==> config.mk <==
export PLATFORM = sky130hd
export DESIGN_NAME = mem_req_arbiter
export DESIGN_NICKNAME = d
export VERILOG_FILES = /design/src/rtl/mem_req_arbiter.sv
export SDC_FILE = /design/constraint.sdc
export NUM_CORES = 1
export LEC_CHECK = 0
export BUFFER_PORTS_ARGS = -buffer_cell sky130_fd_sc_hd__buf_2
export CAP_MARGIN = 20
export CELL_PAD_IN_SITES_DETAIL_PLACEMENT = 1
export CELL_PAD_IN_SITES_GLOBAL_PLACEMENT = 2
export CORE_MARGIN = 3
export CORE_UTILIZATION = 25
export DETAILED_ROUTE_END_ITERATION = 8
export HOLD_SLACK_MARGIN = 0.05
export MAX_ROUTING_LAYER = met4
export PLACE_DENSITY_LB_ADDON = 0.05
export SLEW_MARGIN = 40
export SYNTH_ARGS = -nofsm -noshare
export SYNTH_HDL_FRONTEND = slang
export SYNTH_SLANG_ARGS = --single-unit
==> constraint.sdc <==
create_clock -name clock -period 9.5 [get_ports clock]
set_input_delay 1.425 -clock clock [delete_from_list [all_inputs] [get_ports clock]]
set_output_delay 1.425 -clock clock [all_outputs]
set_load 0.03 [all_outputs]
==> src/rtl/mem_req_arbiter.sv <==
// mem_req_arbiter: round-robin fetch/data arbiter in front of the memory port.
// One transaction in flight, stall watchdog, performance counters, registered outputs.
module mem_req_arbiter #(
   parameter int CORE         = 0,
   parameter int DATA_WIDTH   = 32,
   parameter int ADDRESS_BITS = 20,
   parameter int TIMEOUT      = 256
) (
   input  logic                    clock,
   input  logic                    reset,
   input  logic                    i_req,
   input  logic [ADDRESS_BITS-1:0] i_addr,
   output logic                    i_ack,
   output logic [DATA_WIDTH-1:0]   i_rdata,
   input  logic                    d_req,
   input  logic                    d_we,
   input  logic [ADDRESS_BITS-1:0] d_addr,
   input  logic [DATA_WIDTH-1:0]   d_wdata,
   output logic                    d_ack,
   output logic [DATA_WIDTH-1:0]   d_rdata,
   output logic                    mem_read,
   output logic                    mem_write,
   output logic [ADDRESS_BITS-1:0] mem_addr,
   output logic [DATA_WIDTH-1:0]   mem_wdata,
   input  logic [DATA_WIDTH-1:0]   mem_rdata,
   input  logic                    m_stall,
   output logic                    timeout_err,
   output logic [31:0]             stall_cycles,
   input  logic                    report
);

   localparam int WCW = $clog2(TIMEOUT);

   localparam logic [1:0] S_IDLE = 2'd0;
   localparam logic [1:0] S_BUSY = 2'd1;
   localparam logic [1:0] S_RESP = 2'd2;

   localparam logic G_I = 1'b0;
   localparam logic G_D = 1'b1;

   logic [1:0]              r_state;
   logic                    r_last;
   logic                    r_gnt;
   logic                    r_we;
   logic [WCW-1:0]          r_wait_cnt;
   logic [31:0]             r_i_cnt;
   logic [31:0]             r_d_cnt;
   logic [31:0]             r_stall_cycles;
   logic                    r_timeout_err;
   logic                    r_i_ack;
   logic                    r_d_ack;
   logic [DATA_WIDTH-1:0]   r_i_rdata;
   logic [DATA_WIDTH-1:0]   r_d_rdata;
   logic                    r_mem_read;
   logic                    r_mem_write;
   logic [ADDRESS_BITS-1:0] r_mem_addr;
   logic [DATA_WIDTH-1:0]   r_mem_wdata;

   logic w_any;
   logic w_gnt_d;
   logic w_dwr;
   logic w_wd_fire;

   // With both requesting, the port that did not win last time gets the grant
   assign w_any     = i_req | d_req;
   assign w_gnt_d   = d_req & (~i_req | (r_last == G_I));
   assign w_dwr     = w_gnt_d & d_we;
   assign w_wd_fire = r_wait_cnt == WCW'(TIMEOUT - 1);

   always_ff @(posedge clock) begin
      if (!reset) begin
         r_state        <= S_IDLE;
         r_last         <= G_D;
         r_gnt          <= G_I;
         r_we           <= 1'b0;
         r_wait_cnt     <= '0;
         r_i_cnt        <= '0;
         r_d_cnt        <= '0;
         r_stall_cycles <= '0;
         r_timeout_err  <= 1'b0;
         r_i_ack        <= 1'b0;
         r_d_ack        <= 1'b0;
         r_i_rdata      <= '0;
         r_d_rdata      <= '0;
         r_mem_read     <= 1'b0;
         r_mem_write    <= 1'b0;
         r_mem_addr     <= '0;
         r_mem_wdata    <= '0;
      end else begin
         r_i_ack <= 1'b0;
         r_d_ack <= 1'b0;
         case (r_state)
            S_IDLE: begin
               if (w_any) begin
                  r_gnt       <= w_gnt_d;
                  r_last      <= w_gnt_d;
                  r_we        <= w_dwr;
                  r_mem_read  <= ~w_dwr;
                  r_mem_write <= w_dwr;
                  r_mem_addr  <= w_gnt_d ? d_addr : i_addr;
                  r_mem_wdata <= w_dwr ? d_wdata : '0;
                  r_wait_cnt  <= '0;
                  r_state     <= S_BUSY;
               end
            end
            S_BUSY: begin
               if (m_stall) begin
                  r_wait_cnt     <= r_wait_cnt + 1'b1;
                  r_stall_cycles <= r_stall_cycles
                                    + {31'd0, ~&r_stall_cycles};
               end
               if (!m_stall || w_wd_fire) begin
                  if (m_stall) begin
                     r_timeout_err <= 1'b1;
                     if (r_gnt) r_d_rdata <= '0;
                     else       r_i_rdata <= '0;
                  end else if (!r_we) begin
                     if (r_gnt) r_d_rdata <= mem_rdata;
                     else       r_i_rdata <= mem_rdata;
                  end
                  if (r_gnt) r_d_cnt <= r_d_cnt + {31'd0, ~&r_d_cnt};
                  else       r_i_cnt <= r_i_cnt + {31'd0, ~&r_i_cnt};
                  r_i_ack     <= ~r_gnt;
                  r_d_ack     <= r_gnt;
                  r_mem_read  <= 1'b0;
                  r_mem_write <= 1'b0;
                  r_mem_addr  <= '0;
                  r_mem_wdata <= '0;
                  r_state     <= S_RESP;
               end
            end
            S_RESP:  r_state <= S_IDLE;
            default: r_state <= S_IDLE;
         endcase
      end
   end

   assign i_ack        = r_i_ack;
   assign d_ack        = r_d_ack;
   assign i_rdata      = r_i_rdata;
   assign d_rdata      = r_d_rdata;
   assign mem_read     = r_mem_read;
   assign mem_write    = r_mem_write;
   assign mem_addr     = r_mem_addr;
   assign mem_wdata    = r_mem_wdata;
   assign timeout_err  = r_timeout_err;
   assign stall_cycles = r_stall_cycles;

`ifndef SYNTHESIS
   always @(posedge clock) begin
      if (report)
         $display("core %0d: i_txn=%0d d_txn=%0d stall_cycles=%0d timeout_err=%0b",
                  CORE, r_i_cnt, r_d_cnt, r_stall_cycles, r_timeout_err);
   end
`endif

endmodule

# Word-level counts from Yosys, hierarchy flattened

Cells that the tools add are included.

Bits in registers: 166
Input bits: 111
Output and inout bits: 153
Logic and storage cells: 73

Add/subtract/negate cells: 2
Eq/ne operators: 6
Mux-type cells: 27
Bitwise logic cells: 8
Reductions and logical operators: 15

Operators with widths:

| kind                                                                  | number |
|---|---|
| 32-bit 2-to-1 mux                                                     | 11 |
| 32-bit one-hot mux with 2 select lines                                | 1 |
| 20-bit 2-to-1 mux                                                     | 3 |
| 20-bit one-hot mux with 2 select lines                                | 1 |
| 32-bit by 1-bit adder with 32-bit output                              | 1 |
| 32-bit AND reduction                                                  | 1 |
| 8-bit 2-to-1 mux                                                      | 2 |
| 8-bit one-hot mux with 2 select lines                                 | 1 |
| 3-bit AND reduction                                                   | 4 |
| 8-bit by 1-bit adder with 8-bit output, second input constant         | 1 |
| 8-bit equality test, second input constant                            | 1 |
| 2-bit != test, second input constant                                  | 4 |
| 4-bit AND reduction                                                   | 2 |
| 2-bit AND reduction                                                   | 3 |
| 2-bit 2-to-1 mux                                                      | 2 |
| 1-bit NOT                                                             | 4 |
| 1-bit one-hot mux with 2 select lines                                 | 2 |
| 2-bit one-hot mux with 2 select lines                                 | 1 |
| 1-bit 2-to-1 mux                                                      | 3 |
| 1-bit bitwise AND                                                     | 2 |
| 2-bit by 1-bit equality test with 1-bit output, second input constant | 1 |
| 1-bit logical NOT                                                     | 2 |
| 2-bit logical NOT                                                     | 1 |
| 1-bit bitwise OR                                                      | 2 |
| 2 further kinds                                                       | 2 |

# Logic depth before layout (Yosys ltp)

Depth after elaboration: 7
Depth in mapped cells: 13
Depth with buffers taken out: 9

# Worst setup path after synthesis

Ideal clock, no wire load.

Kind: register to register
From: register r_stall_cycles[11] (netlist: stall_cycles[11])
To: register r_stall_cycles[10] (netlist: stall_cycles[10])
Arrival: 3.309 ns
Required time: 9.372 ns
Setup slack: 6.063 ns
Cell stages (with the launch flop): 14
Path buffers: 4
Clock period less this slack: 3.437 ns
Cells stage by stage: dfxtp_1 nand4_2 or4_1 buf_2 buf_6 or3_1 ha_1 ha_1 nand4b_4 or4_1 clkbuf_1 clkbuf_1 xnor2_1 nor2_1

Cells in the longest elaborated chain, start to end: 3

RTL lines:

| element                                  | line | text |
|---|---|---|
| from (decl)                              | 48   | `logic [31:0] r_stall_cycles;` |
| from (signal assigned)                   | 109  | `r_stall_cycles <= r_stall_cycles` |
| 32-bit AND reduction                     | 110  | `+ {31'd0, ~&r_stall_cycles};` |
| 1-bit logical NOT                        | 110  |  |
| 32-bit by 1-bit adder with 32-bit output | 110  |  |

Every way passes these cells.
A chain may end at the register's enable or synchronous reset.

# Final worst setup path

From: register r_stall_cycles[11] (netlist: stall_cycles[11])
To: register r_stall_cycles[20] (netlist: stall_cycles[20])

Cells in the longest elaborated chain, start to end: 3

RTL lines:

| element                                      | line |
|---|---|
| 32-bit AND reduction                         | 110 |
| 1-bit logical NOT                            | 110 |
| 32-bit by 1-bit adder with 32-bit output (*) | 110 |

Every way passes the cells marked *; elsewhere a longest branch is shown, timed or not.

==> results.sh <==
export IMPL_grt_pass1_wl_mm=33.7
export IMPL_switching_share_pct=29.4
export IMPL_gp_congestion=0.739
export IMPL_final_area_um2=8420
export IMPL_timing_rr_start="stall_cycles[11]"
export IMPL_antenna_found_initial=7
export IMPL_track_usage_pct=16.3
export IMPL_dpl_hpwl_mm=15.7
export IMPL_crit_end="stall_cycles[20]"
export IMPL_worstPathRequired_ns=9.78
export IMPL_ys_seq_elements=166
export IMPL_core_area_um2=24400
export IMPL_worst_setup_path_type="flip-flop to flip-flop"
export IMPL_drive_gt1_share_pct=37.0
export IMPL_slowest_stage="or4_1"
export IMPL_synth_edf_count=0
export IMPL_nNetsFinal=945
export IMPL_setup_slack_ns=5.70
export IMPL_crit_chain="nand4_2, or4_1, or3_1, ha_1, ha_1, nand4b_4, or4_1, or4_1, a21oi_1"
export IMPL_placed_cell_area_um2=7830
export IMPL_die_area_um2=26800
export IMPL_dp_cells=1136
export IMPL_ys_types=48
export IMPL_post_place_ws_ns=5.63
export IMPL_cts_reportedPaths_clkPinSlew_ns=0.07
export IMPL_cp_num_buf_inv=0
export IMPL_vdd_drop_max_mv=0.0909
export IMPL_cp_num_cells=9
export IMPL_cts_tree="done"
export IMPL_yosys_warnings=0
export IMPL_cts_resized=0
export IMPL_rr_worst_depth=9
export IMPL_seqPwrFrac_pct=45.8
export IMPL_cp_common_cell="or4_1"
export IMPL_drtPass1Iterations=4
export IMPL_cts_sinks=166
export IMPL_async_flop_share_pct=0
export IMPL_clock_fmax_ghz=0.263
export IMPL_synth_area_leaders="dfxtp_1 53%, a32o_1 10%, a22o_1 4.5%"
export IMPL_routed_wl_mm=21.7
export IMPL_fin_skew_ns=0.0147
export IMPL_grt_overflow_total=0
export IMPL_drtIter0Drc=244
export IMPL_post_route_period_util_pct=40.0
export IMPL_p_int_mw=1.13
export IMPL_leakage_nw=3.65
export IMPL_ios=264
export IMPL_die_width_um=164
export IMPL_hold_path_class="flip-flop to flip-flop"
export IMPL_vias=5730
export IMPL_hold_viol_final=0
export IMPL_syn_inst=591
export IMPL_io_buffers=262
export IMPL_path_delay_family="simple AND/OR/NAND/NOR gates"
export IMPL_whs_ns=0.454
export IMPL_hold_buffers=0
export IMPL_syn_area_um2=6220
export IMPL_htree_levels=4
export IMPL_start_util_pct=25.5
export IMPL_max_clock_path_buffers=2
export IMPL_instances_no_fill=1175
export IMPL_drc=0
export IMPL_start_kind="flip-flop"
export IMPL_avgViaCountPerCell=4.88
export IMPL_rsz0062_at_grt="no"
export IMPL_clk_latency_ns=0.43
export IMPL_min_period_ns=3.80
export IMPL_synthesis_nets=705
export IMPL_synth_top_area_share_pct=53.4
export IMPL_totalNegativeSetupSlack_ns=0
export IMPL_outcome="finished, final reports clean"
export IMPL_fill_cells=2857
export IMPL_p_comb_share_pct=11.7
export IMPL_avgSynthCellArea_um2=10.5
export IMPL_power_switching_mw=0.471
export IMPL_synth_ff_type="dfxtp_1"
export IMPL_post_synth_top_area_cell="dfxtp_1"
export IMPL_cts_buffers=17
export IMPL_grt_pass1_vias=6016
export IMPL_root_buffer="clkbuf_16"
export IMPL_cp_max_fo=21
export IMPL_syn2layout_area_growth_pct=35.4
export IMPL_die_y_um=164
export IMPL_slowest_delay_ns=0.91
export IMPL_crit_path_start="stall_cycles[11]"
export IMPL_avgRoutedWirePerCell_um=18.5
export IMPL_setup_viol=0
export IMPL_rrSetupSlack_ns=5.70
export IMPL_p_clk_share_pct=42.5
export IMPL_endpoint_kind="flip-flop"
export IMPL_worst_pin_slew_ns=0.699
export IMPL_drv_slew=0
export IMPL_r2r_end="stall_cycles[20]"
export IMPL_maxCapViolations=0
export IMPL_p_per_area_nw_per_um2=191
export IMPL_slew_headroom_pct=53.4
export IMPL_placementRows=57
export IMPL_drtAntennaViolNets=0
export IMPL_yosysSeqAreaShare_pct=53.4
export IMPL_cts_setup_buffers=0
export IMPL_grt_max_degree=65
export IMPL_cp_arrival_ns=4.08
cells in the final DEF (no fill, tap or decap), drive strengths merged, types with 8 or more instances in the layout:
| master | count |
|---|---|
| a211oi | 21 |
| a21oi | 32 |
| a22o | 32 |
| a32o | 64 |
| buf | 270 |
| clkbuf | 17 |
| dfxtp | 166 |
| inv | 22 |
| mux2i | 20 |
| nand2 | 24 |
| nand3 | 13 |
| nand4 | 11 |
| nor2 | 37 |
| o21ai | 10 |
| o31ai | 16 |
| or3 | 11 |
| or4 | 22 |
| xnor2 | 8 |
cell usage after synthesis (2+ instances only):
cell      count
a32o_1       64
dfxtp_1     166
o31ai_1      16
a22o_1       32
o21a_1        2
clkbuf_1     35
nand3_1      13
nor2_1       37
o21ai_0       4
buf_2         6
xnor2_1       8
or4_1        22
a211o_1       2
and2_1        4
buf_4         2
nand2_1      24
inv_1        12
or3_1        11
mux2i_1      20
nand4_1      10
a21oi_1      32
a311oi_1      2
nor4_1        4
nor3_1        4
and4_1        4
a21o_1        3
ha_1          3
a211oi_1     21
o21ai_1       6
buf_1         4
power by group through the flow:
stage	logic, mW	registers [mW]	clock network, mW
floorplan	0.0725	0.791	0
global placement	0.186	0.750	0
detailed placement	0.192	0.750	0
CTS	0.191	0.735	0.707
global route	0.204	0.738	0.738
finish	0.187	0.734	0.683
how the worst min path moves through the flow:
stage | start | end | slack (ns) | cells past startpoint
after detailed placement | mem_write | mem_write | 0.44 | 1
after global routing | mem_write | mem_write | 0.48 | 1
final | mem_write | mem_write | 0.45 | 1
after floorplan | r_last | r_last | 0.44 | 2
after global placement | mem_write | mem_write | 0.43 | 1
after CTS | mem_write | mem_write | 0.46 | 1
area by class of cell:
cell class	instances	area, um2	share of cell area, %
clock buffer	17	425	5.05
clock inverter	15	151	1.80
tap	324	405	4.81
timing repair buffer	270	1380	16.4
sequential	166	3320	39.5
inverter	12	45.0	0.535
antenna	7	17.5	0.208
multi-input combinational	364	2670	31.8
cells by family (layout without fill, tap and decap cells):
logic type	count (synthesis)	in the layout	share of synthesized area (%)
AND/OR/NAND/NOR	141	141	12.7
multiplexers	20	20	3.22
AO/OA/AOI/OAI	191	191	24.7
other	0	7	0
adder cells (fa/ha/maj)	3	3	0.603
XOR/XNOR	9	9	1.27
flip-flops	166	166	53.4
buffers and inverters	61	314	4.12
through the flow:
stage	total power, mW	util (%)
global placement	0.936	32.0
finish	1.60	34.5
floorplan	0.864	-
global route	1.68	34.5
CTS	1.63	34.5
detailed placement	0.942	32.1
metal layers:
layer	GRT usage, %	share of wire, %	wire [um]
met4	4.77	1.4	301
met2	26.2	48	10400
met3	5.67	7.6	1640
met5	-	0	0
met1	19.5	43	9350
sequential cells by signal, summed over array words and instances, names as in the netlist:
signal        flops
d_ack             1
d_rdata          32
i_ack             1
i_rdata          32
mem_addr         20
mem_read          1
mem_wdata        32
mem_write         1
r_gnt             1
r_last            1
r_state           2
r_wait_cnt        8
r_we              1
stall_cycles     32
timeout_err       1
No activity file was read; power rests on OpenSTA's default activity.
